`config.mk`:
```
export PLATFORM = sky130hd
export DESIGN_NAME = oled_pixel_streamer
export DESIGN_NICKNAME = d
export VERILOG_FILES = /design/src/rtl/oled_pkg.sv /design/src/rtl/oled_spi_shift16.sv /design/src/rtl/oled_pixel_streamer.sv
export SDC_FILE = /design/constraint.sdc
export NUM_CORES = 1
export LEC_CHECK = 0
export ABC_AREA = 1
export ABC_CLOCK_PERIOD_IN_PS = 1800
export CORE_MARGIN = 8
export CORE_UTILIZATION = 57
export DETAILED_ROUTE_END_ITERATION = 10
export DONT_BUFFER_PORTS = 1
export GPL_TIMING_DRIVEN = 0
export PLACE_DENSITY = 0.87
export REMOVE_ABC_BUFFERS = 1
export SYNTH_ARGS = -nofsm -noshare
export SYNTH_HDL_FRONTEND = slang
export SYNTH_SLANG_ARGS = --single-unit
export TNS_END_PERCENT = 30
```
`constraint.sdc`:
```
create_clock -name clock -period 1.8 [get_ports clock]
set_input_delay 0.18 -clock clock [delete_from_list [all_inputs] [get_ports clock]]
set_output_delay 0.18 -clock clock [all_outputs]
set_load 0.005 [all_outputs]
```
`src/rtl/oled_pkg.sv`:
```
// Shared raster geometry, RGB565 colours and sequencer states for the OLED streamer.
// Constants and one pure function only: no latency, no flow control.
package oled_pkg;

  localparam int OLED_WIDTH  = 96;
  localparam int OLED_HEIGHT = 64;
  localparam int OLED_PIXELS = 6144;
  localparam int PIX_IDX_W   = 13;
  localparam int COL_W       = 7;

  localparam logic [15:0] RED     = 16'hF800;
  localparam logic [15:0] GREEN   = 16'h07E0;
  localparam logic [15:0] BLUE    = 16'h001F;
  localparam logic [15:0] BLACK   = 16'h0000;
  localparam logic [15:0] WHITE   = 16'hFFFF;
  localparam logic [15:0] YELLOW  = 16'hFFE0;
  localparam logic [15:0] CYAN    = 16'h07FF;
  localparam logic [15:0] MAGENTA = 16'hF81F;

  typedef enum logic [2:0] {
    IDLE,
    LOAD,
    WAIT,
    SHIFT,
    GAP
  } state_t;

  // Eight vertical bars, 12 columns each, left to right.
  function automatic logic [15:0] test_bar_color(input logic [COL_W-1:0] col);
    logic [2:0]  bar;
    logic [15:0] color;
    bar = 3'(col / COL_W'(12));
    case (bar)
      3'd0:    color = WHITE;
      3'd1:    color = YELLOW;
      3'd2:    color = CYAN;
      3'd3:    color = GREEN;
      3'd4:    color = MAGENTA;
      3'd5:    color = RED;
      3'd6:    color = BLUE;
      default: color = BLACK;
    endcase
    return color;
  endfunction

endpackage

```
`src/rtl/oled_spi_shift16.sv`:
```
// Serialises one 16-bit word MSB-first, mode 3 (sclk idles high, sdin changes on the falling edge).
// Latency: sclk falls the cycle after start, done pulses in the last of 32*CLK_DIV cycles; no backpressure, start while busy restarts.
module oled_spi_shift16 #(
  parameter int CLK_DIV = 2
) (
  input  logic        clock,
  input  logic        reset_n,
  input  logic        start,
  input  logic [15:0] word,
  output logic        sclk,
  output logic        sdin,
  output logic        done
);

  localparam int DIV_W = (CLK_DIV > 1) ? $clog2(CLK_DIV) : 1;

  logic             active;
  logic             high_half;
  logic [DIV_W-1:0] div_cnt;
  logic [3:0]       bit_cnt;
  logic [14:0]      shreg;
  logic             half_end;

  assign half_end = (div_cnt == DIV_W'(CLK_DIV - 1));
  assign done     = active && high_half && half_end && (bit_cnt == 4'd0);

  always_ff @(posedge clock or negedge reset_n) begin
    if (!reset_n) begin
      active    <= 1'b0;
      high_half <= 1'b0;
      div_cnt   <= '0;
      bit_cnt   <= 4'd0;
      shreg     <= '0;
      sclk      <= 1'b1;
      sdin      <= 1'b0;
    end else if (start) begin
      // MSB goes out with the first falling edge; the rest waits in shreg.
      active    <= 1'b1;
      high_half <= 1'b0;
      div_cnt   <= '0;
      bit_cnt   <= 4'd15;
      shreg     <= word[14:0];
      sclk      <= 1'b0;
      sdin      <= word[15];
    end else if (active) begin
      if (!half_end) begin
        div_cnt <= div_cnt + 1'b1;
      end else begin
        div_cnt <= '0;
        if (!high_half) begin
          high_half <= 1'b1;
          sclk      <= 1'b1;
        end else if (bit_cnt == 4'd0) begin
          active    <= 1'b0;
          high_half <= 1'b0;
        end else begin
          high_half <= 1'b0;
          sclk      <= 1'b0;
          sdin      <= shreg[14];
          shreg     <= {shreg[13:0], 1'b0};
          bit_cnt   <= bit_cnt - 4'd1;
        end
      end
    end
  end

endmodule

```
`src/rtl/oled_pixel_streamer.sv`:
```
// Scans the OLED raster, captures oled_data DATA_LAT cycles after each index and streams it over SPI; OLED_TEST_PATTERN_EN adds colour bars.
// Pixel period 1+DATA_LAT+32*CLK_DIV cycles, frame gap FRAME_GAP; no backpressure, the pixel source must meet DATA_LAT.
module oled_pixel_streamer
  import oled_pkg::*;
#(
  parameter int WIDTH     = OLED_WIDTH,
  parameter int HEIGHT    = OLED_PIXELS / OLED_WIDTH,
  parameter int CLK_DIV   = 2,
  parameter int DATA_LAT  = 1,
  parameter int FRAME_GAP = 16
) (
  input  logic                 clock,
  input  logic                 reset_n,
  input  logic                 enable,
  input  logic [15:0]          oled_data,
`ifdef OLED_TEST_PATTERN_EN
  input  logic                 test_mode,
`endif
  output logic [PIX_IDX_W-1:0] pixel_index,
  output logic                 cs_n,
  output logic                 sclk,
  output logic                 sdin,
  output logic                 dc,
  output logic                 frame_begin,
  output logic                 sending_pixels
);

  localparam int                   NPIX     = WIDTH * HEIGHT;
  localparam logic [PIX_IDX_W-1:0] LAST_IDX = PIX_IDX_W'(NPIX - 1);
  localparam int                   GAP_W    = (FRAME_GAP > 1) ? $clog2(FRAME_GAP) : 1;

  state_t               state_q, state_d;
  logic [PIX_IDX_W-1:0] idx_q, idx_d;
  logic [1:0]           wait_q, wait_d;
  logic [GAP_W-1:0]     gap_q, gap_d;
  logic                 start;
  logic                 done;
  logic                 in_frame_d;
  logic [15:0]          word;

  assign dc          = 1'b1;
  assign pixel_index = idx_q;

`ifdef OLED_TEST_PATTERN_EN
  // Column tracked alongside the index so the bar lookup needs no modulo.
  logic [COL_W-1:0] col_q;

  always_ff @(posedge clock or negedge reset_n) begin
    if (!reset_n) begin
      col_q <= '0;
    end else if (idx_d == '0) begin
      col_q <= '0;
    end else if (idx_d != idx_q) begin
      col_q <= (col_q == COL_W'(WIDTH - 1)) ? '0 : col_q + 1'b1;
    end
  end

  assign word = test_mode ? test_bar_color(col_q) : oled_data;
`else
  assign word = oled_data;
`endif

  always_comb begin
    state_d = state_q;
    idx_d   = idx_q;
    wait_d  = wait_q;
    gap_d   = gap_q;
    start   = 1'b0;
    case (state_q)
      IDLE: begin
        idx_d = '0;
        if (enable) state_d = LOAD;
      end
      LOAD: begin
        if (DATA_LAT == 0) begin
          start   = 1'b1;
          state_d = SHIFT;
        end else begin
          wait_d  = 2'd0;
          state_d = WAIT;
        end
      end
      WAIT: begin
        // Capture happens on the edge that ends the last wait cycle.
        if (wait_q == 2'(DATA_LAT - 1)) begin
          start   = 1'b1;
          state_d = SHIFT;
        end else begin
          wait_d = wait_q + 2'd1;
        end
      end
      SHIFT: begin
        if (done) begin
          if (idx_q < LAST_IDX) begin
            idx_d   = idx_q + 1'b1;
            state_d = LOAD;
          end else begin
            idx_d   = '0;
            gap_d   = '0;
            state_d = GAP;
          end
        end
      end
      GAP: begin
        if (gap_q == GAP_W'(FRAME_GAP - 1)) begin
          state_d = enable ? LOAD : IDLE;
        end else begin
          gap_d = gap_q + 1'b1;
        end
      end
      default: begin
        idx_d   = '0;
        state_d = IDLE;
      end
    endcase
  end

  assign in_frame_d = (state_d == LOAD) || (state_d == WAIT) || (state_d == SHIFT);

  always_ff @(posedge clock or negedge reset_n) begin
    if (!reset_n) begin
      state_q        <= IDLE;
      idx_q          <= '0;
      wait_q         <= 2'd0;
      gap_q          <= '0;
      cs_n           <= 1'b1;
      sending_pixels <= 1'b0;
      frame_begin    <= 1'b0;
    end else begin
      state_q        <= state_d;
      idx_q          <= idx_d;
      wait_q         <= wait_d;
      gap_q          <= gap_d;
      cs_n           <= !in_frame_d;
      sending_pixels <= in_frame_d;
      frame_begin    <= (state_d == LOAD) && (idx_d == '0);
    end
  end

  oled_spi_shift16 #(
    .CLK_DIV(CLK_DIV)
  ) u_shift (
    .clock  (clock),
    .reset_n(reset_n),
    .start  (start),
    .word   (word),
    .sclk   (sclk),
    .sdin   (sdin),
    .done   (done)
  );

endmodule

```
==> results.yml, run 1 <==
synth:
  synth_common_cells: "nand2_1, dfrtp_1, nor2_1"
  ys_ff_latch: 49
  syn_inst: 336
  synth_ff_type: "dfrtp_1"
  yosys_warnings: 0
  syn-cell-area_um2: 2620
  synth_most_common_cell: "nand2_1"
  yosysUniqueCellTypes: 33
  avgSynthCellArea_um2: 7.79
  synth-async-reset-ratio_pct: 100
  synth_top_area_cell: "dfrtp_1"
  synthTopCellsByArea: "dfrtp_1, nand2_1, nor2_1"
  yosysTopAreaCellShare_pct: 44.9
  seq_area_frac_synth_pct: 46.9
  synth_edf_count: 0
route:
  ant_nets: 0
  drc_errors: 0
  wirelength_mm: 6.89
  via_per_inst: 5.90
  vias: 2431
  routedWlPerCell_um: 16.7
  drt_iter0_drc: 156
  dr.pass1.iters: 4
power:
  powerDensity_nw_per_um2: 578
  irDropWorstVdd_v: 0.000507
  p_total_w: 0.00182
  p_leak_nw: 1.54
finish:
  layout-drive-gt1-share_pct: 21.7
  area_growth_pct: 20.1
  diodes: 0
  fin_cells: 412
  nets: 383
  post-route-util_pct: 71.7
floorplan:
  start_util_pct: 59.7
  die_h_um: 83.8
  rows: 24
  die-area_um2: 7020
  io_pins: 38
  core-area_um2: 4380
  die_w_um: 83.8
setup_path:
  cp.buffers_inverters: 3
  slowest_stage: "dfrtp_1"
  cp-endpoint: "frame_begin"
  rrSetupSlack_ps: -160
  end_kind: "flop"
  cp_max_fo: 4
  crit_cells: 13
  critPathArrivalTime_ps: 2180
  reg2reg_to: "frame_begin"
  reg2reg_depth: 13
  worstSetupStartpointType: "flop"
  startpoint: "u_shift.bit_cnt[1]"
  cp.required_ps: 2010
  cp_cell_sequence: "inv_2 -> ha_4 -> nand3_4 -> nor2_4 -> buf_6 -> clkbuf_16 -> nand2_1 -> o21bai_1 -> nand3_1 -> nand2_1 -> nor2_1 -> nand3_1 -> nor2_1"
  crit_type: "flop to flop"
  cp_slowest_stage_delay_ps: 400
  cp_top_family: "simple AND/OR/NAND/NOR gates"
  reg2reg_from: "u_shift.bit_cnt[1]"
timing:
  fin_crit_ps: 1960
  fin_crit_sh_pct: 109
  hold_viol: 0
  fin_skew_ps: 12.5
  totalNegativeSetupSlack_ps: -164
  fmax_mhz: 509
  rsz0062_at_grt: "true"
  timing.final.ws_setup_ps: -164
  finalSetupViolCount: 1
  slew_viol_final: 0
cts:
  cts_tree: "yes"
  clk_latency_ps: 320
  clkTransAtPathRegs_ps: 90
  clk_path_buf_depth: 2
  h-tree-depth: 2
  numCtsBuffers: 5
  clock_sinks: 49
  root_buffer: "clkbuf_8"
global_routing:
  grt_max_degree: 50
  grt_pass1_wl_mm: 10.1
  grt_overflow: 0
  grt_usage_pct: 17.1
  antenna_found_initial: 0
  first_global_vias: 2269
place:
  portBuffers: 0
  place_congestion: 0.842
  placedCellCount: 379
  hpwl_mm: 3.92
run:
  maxCapViolCount: 0
worst_hold_path:
  min_path_type: "input pin to flop"
run_status:
  outcome: "complete, but fails checks"
  violations: "negative setup slack"
## power breakdown
| part | switching, W | internal, W | total, W |
|---|---|---|---|
| clock network | 0.000394 | 0.000276 | 0.000670 |
| registers | 0.00000398 | 0.00111 | 0.00111 |
| logic | 0.0000257 | 0.0000120 | 0.0000377 |
## logic make-up after synthesis
logic type / after synthesis / share of synthesized area [%]
fa+ha+maj: 5 / 2.39
buf+inv: 45 / 7.17
simple gates: 189 / 32.7
other cells: 1 / 0.143
flops: 49 / 46.9
xor+xnor: 3 / 1.00
compound gates: 44 / 9.70
## per-stage QoR
stage | hold slack [ps] | worst slack, ps | cell area (um^2)
6_report | 12.2 | -164 | 3140
5_1_grt | 2.19 | -264 | 3140
4_1_cts | 6.90 | 3.84 | 2920
3_5_place_dp | -114 | -708 | 2630
3_3_place_gp | -114 | -570 | 2630
2_1_floorplan | -116 | -153 | 2570
## metal layers
metal / share of wire [%] / global-route usage (%) / up-vias
li1: - / - / 1138
met1: 39 / 19.8 / 1185
met2: 50 / 28.1 / 89
met3: 7.3 / 5.27 / 19
met4: 3.0 / 7.85 / 0
met5: 0 / 0 / -
## layout make-up
type                    instances  area [um^2]
flip-flops and latches         49         1230
inverters                      36          146
multi-input cells             243         1350
fillers                       303         1240
well taps                      52         65.1
clock buffers                   5         68.8
repair inverters                1         3.75
clock inverters                 3         22.5
repair buffers                 23          256
## cells in the final DEF, fill, tap and decap left out, types with 4 or more instances in the layout
cell and n:
nand2_2 8, nand3_2 6, o21ai_0 10, nand2_4 4, nand3_1 19, nand2_1 96, buf_4 15, inv_2 4
a21oi_1 5, clkbuf_8 5, inv_1 30, o21ai_2 4, nand4_1 7, a31oi_1 15, dfrtp_1 44, nor2_1 35
## repair_timing
action                                 CTS  global route
endpoints found under the hold margin   50             0
buffers inserted                         6            13
hold buffers                             3             0
setup endpoints to repair               29            24
resized for setup                       23            23
cloned                                   1             2
pin swaps                                4            11
## how the worst min path moves through the flow
stage                         to  cells past startpoint  slack (ps)           from
2_1_floorplan        frame_begin                      0        -120        reset_n
3_3_place_gp     pixel_index[10]                      0        -110        reset_n
3_5_place_dp     pixel_index[10]                      0        -110        reset_n
4_1_cts        u_shift.shreg[12]                      2           7  oled_data[12]
5_1_grt         u_shift.shreg[3]                      2           2   oled_data[3]
6_report        u_shift.shreg[2]                      2          10   oled_data[2]
## flip-flops by register name (all words and copies together) (netlist names)
signal             flops
cs_n                   1
frame_begin            1
gap_q                  4
pixel_index           13
sending_pixels         1
state_q                3
u_shift.active         1
u_shift.bit_cnt        4
u_shift.div_cnt        1
u_shift.high_half      1
u_shift.sclk           1
u_shift.sdin           1
u_shift.shreg         15
wait_q                 2
Note: power is estimated with default switching activity, not from simulation.
==> run 2, diff against run 1 <==
MAX_ROUTING_LAYER = met4   (was unset)
==> results.yml, run 2 (synthesized netlist as in run 1, its figures left out) <==
setup_path:
  critPathArrivalTime_ps: 2160
  worstSetupStartpointType: "flop"
  end_kind: "flop"
  cp.required_ps: 2010
  crit_type: "flop to flop"
  cp_max_fo: 4
run:
  maxCapViolCount: 0
cts:
  clkTransAtPathRegs_ps: 90
  root_buffer: "clkbuf_8"
  h-tree-depth: 2
  numCtsBuffers: 5
  clk_path_buf_depth: 2
  cts_tree: "yes"
  clock_sinks: 49
  clk_latency_ps: 320
finish:
  largest-register: "u_shift.shreg"
  final_cell_mix: "nand2_1, dfrtp_1, nor2_1"
  final_common_cell: "nand2_1"
  seqCellArea_um2: 1230
  fillers: 303
  diodes: 0
  area_growth_pct: 20.1
  final_area_um2: 3140
  multiInputGateArea_um2: 1350
  layout-drive-gt1-share_pct: 21.7
  nets: 383
  post-route-util_pct: 71.7
  fin_cells: 412
  largest_reg_flops: 15
place:
  place_area_um2: 2630
  portBuffers: 0
  placedCellCount: 379
  place_congestion: 0.856
  hpwl_mm: 3.92
route:
  dr_wl_met2_mm: 3.50
  vias: 2400
  top_layer: "met4"
  drt_iter0_drc: 135
  routedWlPerCell_um: 16.6
  ant_nets: 0
  dr.pass1.iters: 4
  route.layer.met1.wl_mm: 2.69
  wl_met3_um: 445
  drc_errors: 0
  wirelength_mm: 6.85
  via_per_inst: 5.83
power:
  powerDensity_nw_per_um2: 577
  p_leak_nw: 1.54
  irDropWorstVdd_v: 0.000502
global_routing:
  antenna_found_initial: 0
  grt_max_degree: 50
  grt_overflow: 0
  grt_pass1_wl_mm: 10.1
  grt_usage_pct: 17.6
  first_global_vias: 2275
timing:
  hold_viol: 0
  fin_crit_sh_pct: 109
  fin_skew_ps: 13.0
  fin_crit_ps: 1960
  slew_viol_final: 0
  rsz0062_at_grt: "true"
  fmax_mhz: 511
  whs_ps: 15.6
  timing.final.ws_setup_ps: -156
  finalSetupViolCount: 1
floorplan:
  start_util_pct: 59.7
  die_w_um: 83.8
  io_pins: 38
  rows: 24
  core-area_um2: 4380
  die_h_um: 83.8
  die-area_um2: 7020
run_status:
  outcome: "complete, but fails checks"
  violations: "negative setup slack"
worst_hold_path:
  min_path_type: "input pin to flop"
[run 2: cell counts in the layout (fill, tap and decap cells not counted)]
Identical to the previous run, type by type.
[run 2: worst paths after layout]
path | slack (ps) | start | end | depth (start not counted)
max | -160 | u_shift.bit_cnt[1] | frame_begin | 13
min | 20 | oled_data[2] | u_shift.shreg[2] | 2
min reg2reg | 480 | u_shift.sclk | u_shift.sclk | 2
max reg2reg | -160 | u_shift.bit_cnt[1] | frame_begin | 13
max in group asynchronous | 1140 | reset_n | cs_n | 2
min in group asynchronous | 370 | reset_n | pixel_index[8] | 2
[run 2: layer usage]
metal,up-vias,global-route usage [%]
met5,-,-
met4,0,7.85
met3,20,4.39
met2,88,28.1
met1,1160,20.3
li1,1132,-
[run 2: critical path, stage by stage (launching register included)]
cell	delay [ps]
dfrtp_1	400
inv_2	100
ha_4	150
nand3_4	110
nor2_4	150
buf_6	130
clkbuf_16	120
nand2_1	80
o21bai_1	190
nand3_1	110
nand2_1	110
nor2_1	60
nand3_1	80
nor2_1	50
[run 2: layout make-up]
| class | instances | area share (%) |
|---|---|---|
| multi-input combinational | 243 | 42.9 |
| sequential | 49 | 39.2 |
| timing repair buffer | 23 | 8.16 |
| inverter | 36 | 4.66 |
| clock buffer | 5 | 2.19 |
| tap | 52 | 2.07 |
| clock inverter | 3 | 0.716 |
| timing repair inverter | 1 | 0.119 |
[run 2: what timing repair did]
item                       CTS  global route
hold endpoints to repair    50             0
hold buffers                 3             0
cloned                       1             2
setup endpoints to repair   29            24
resized for setup           23            23
setup buffers                6            13
pin swaps                    4            11
[run 2: through the flow]
step / setup WS, ps / TNS (ps) / total power (W)
after floorplan: -153 / -153 / 0.00113
after global placement: -570 / -9160 / 0.00114
after global routing: -264 / -326 / 0.00187
after detailed placement: -708 / -12060 / 0.00114
final: -156 / -156 / 0.00182
after CTS: 3.84 / 0 / 0.00183
[run 2: report_power, final]
| group | internal [W] | switching [W] | total, W |
|---|---|---|---|
| clock network | 0.000276 | 0.000392 | 0.000669 |
| logic | 0.0000120 | 0.0000254 | 0.0000374 |
| registers | 0.00111 | 0.00000402 | 0.00111 |
| total | 0.00139 | 0.000422 | 0.00182 |
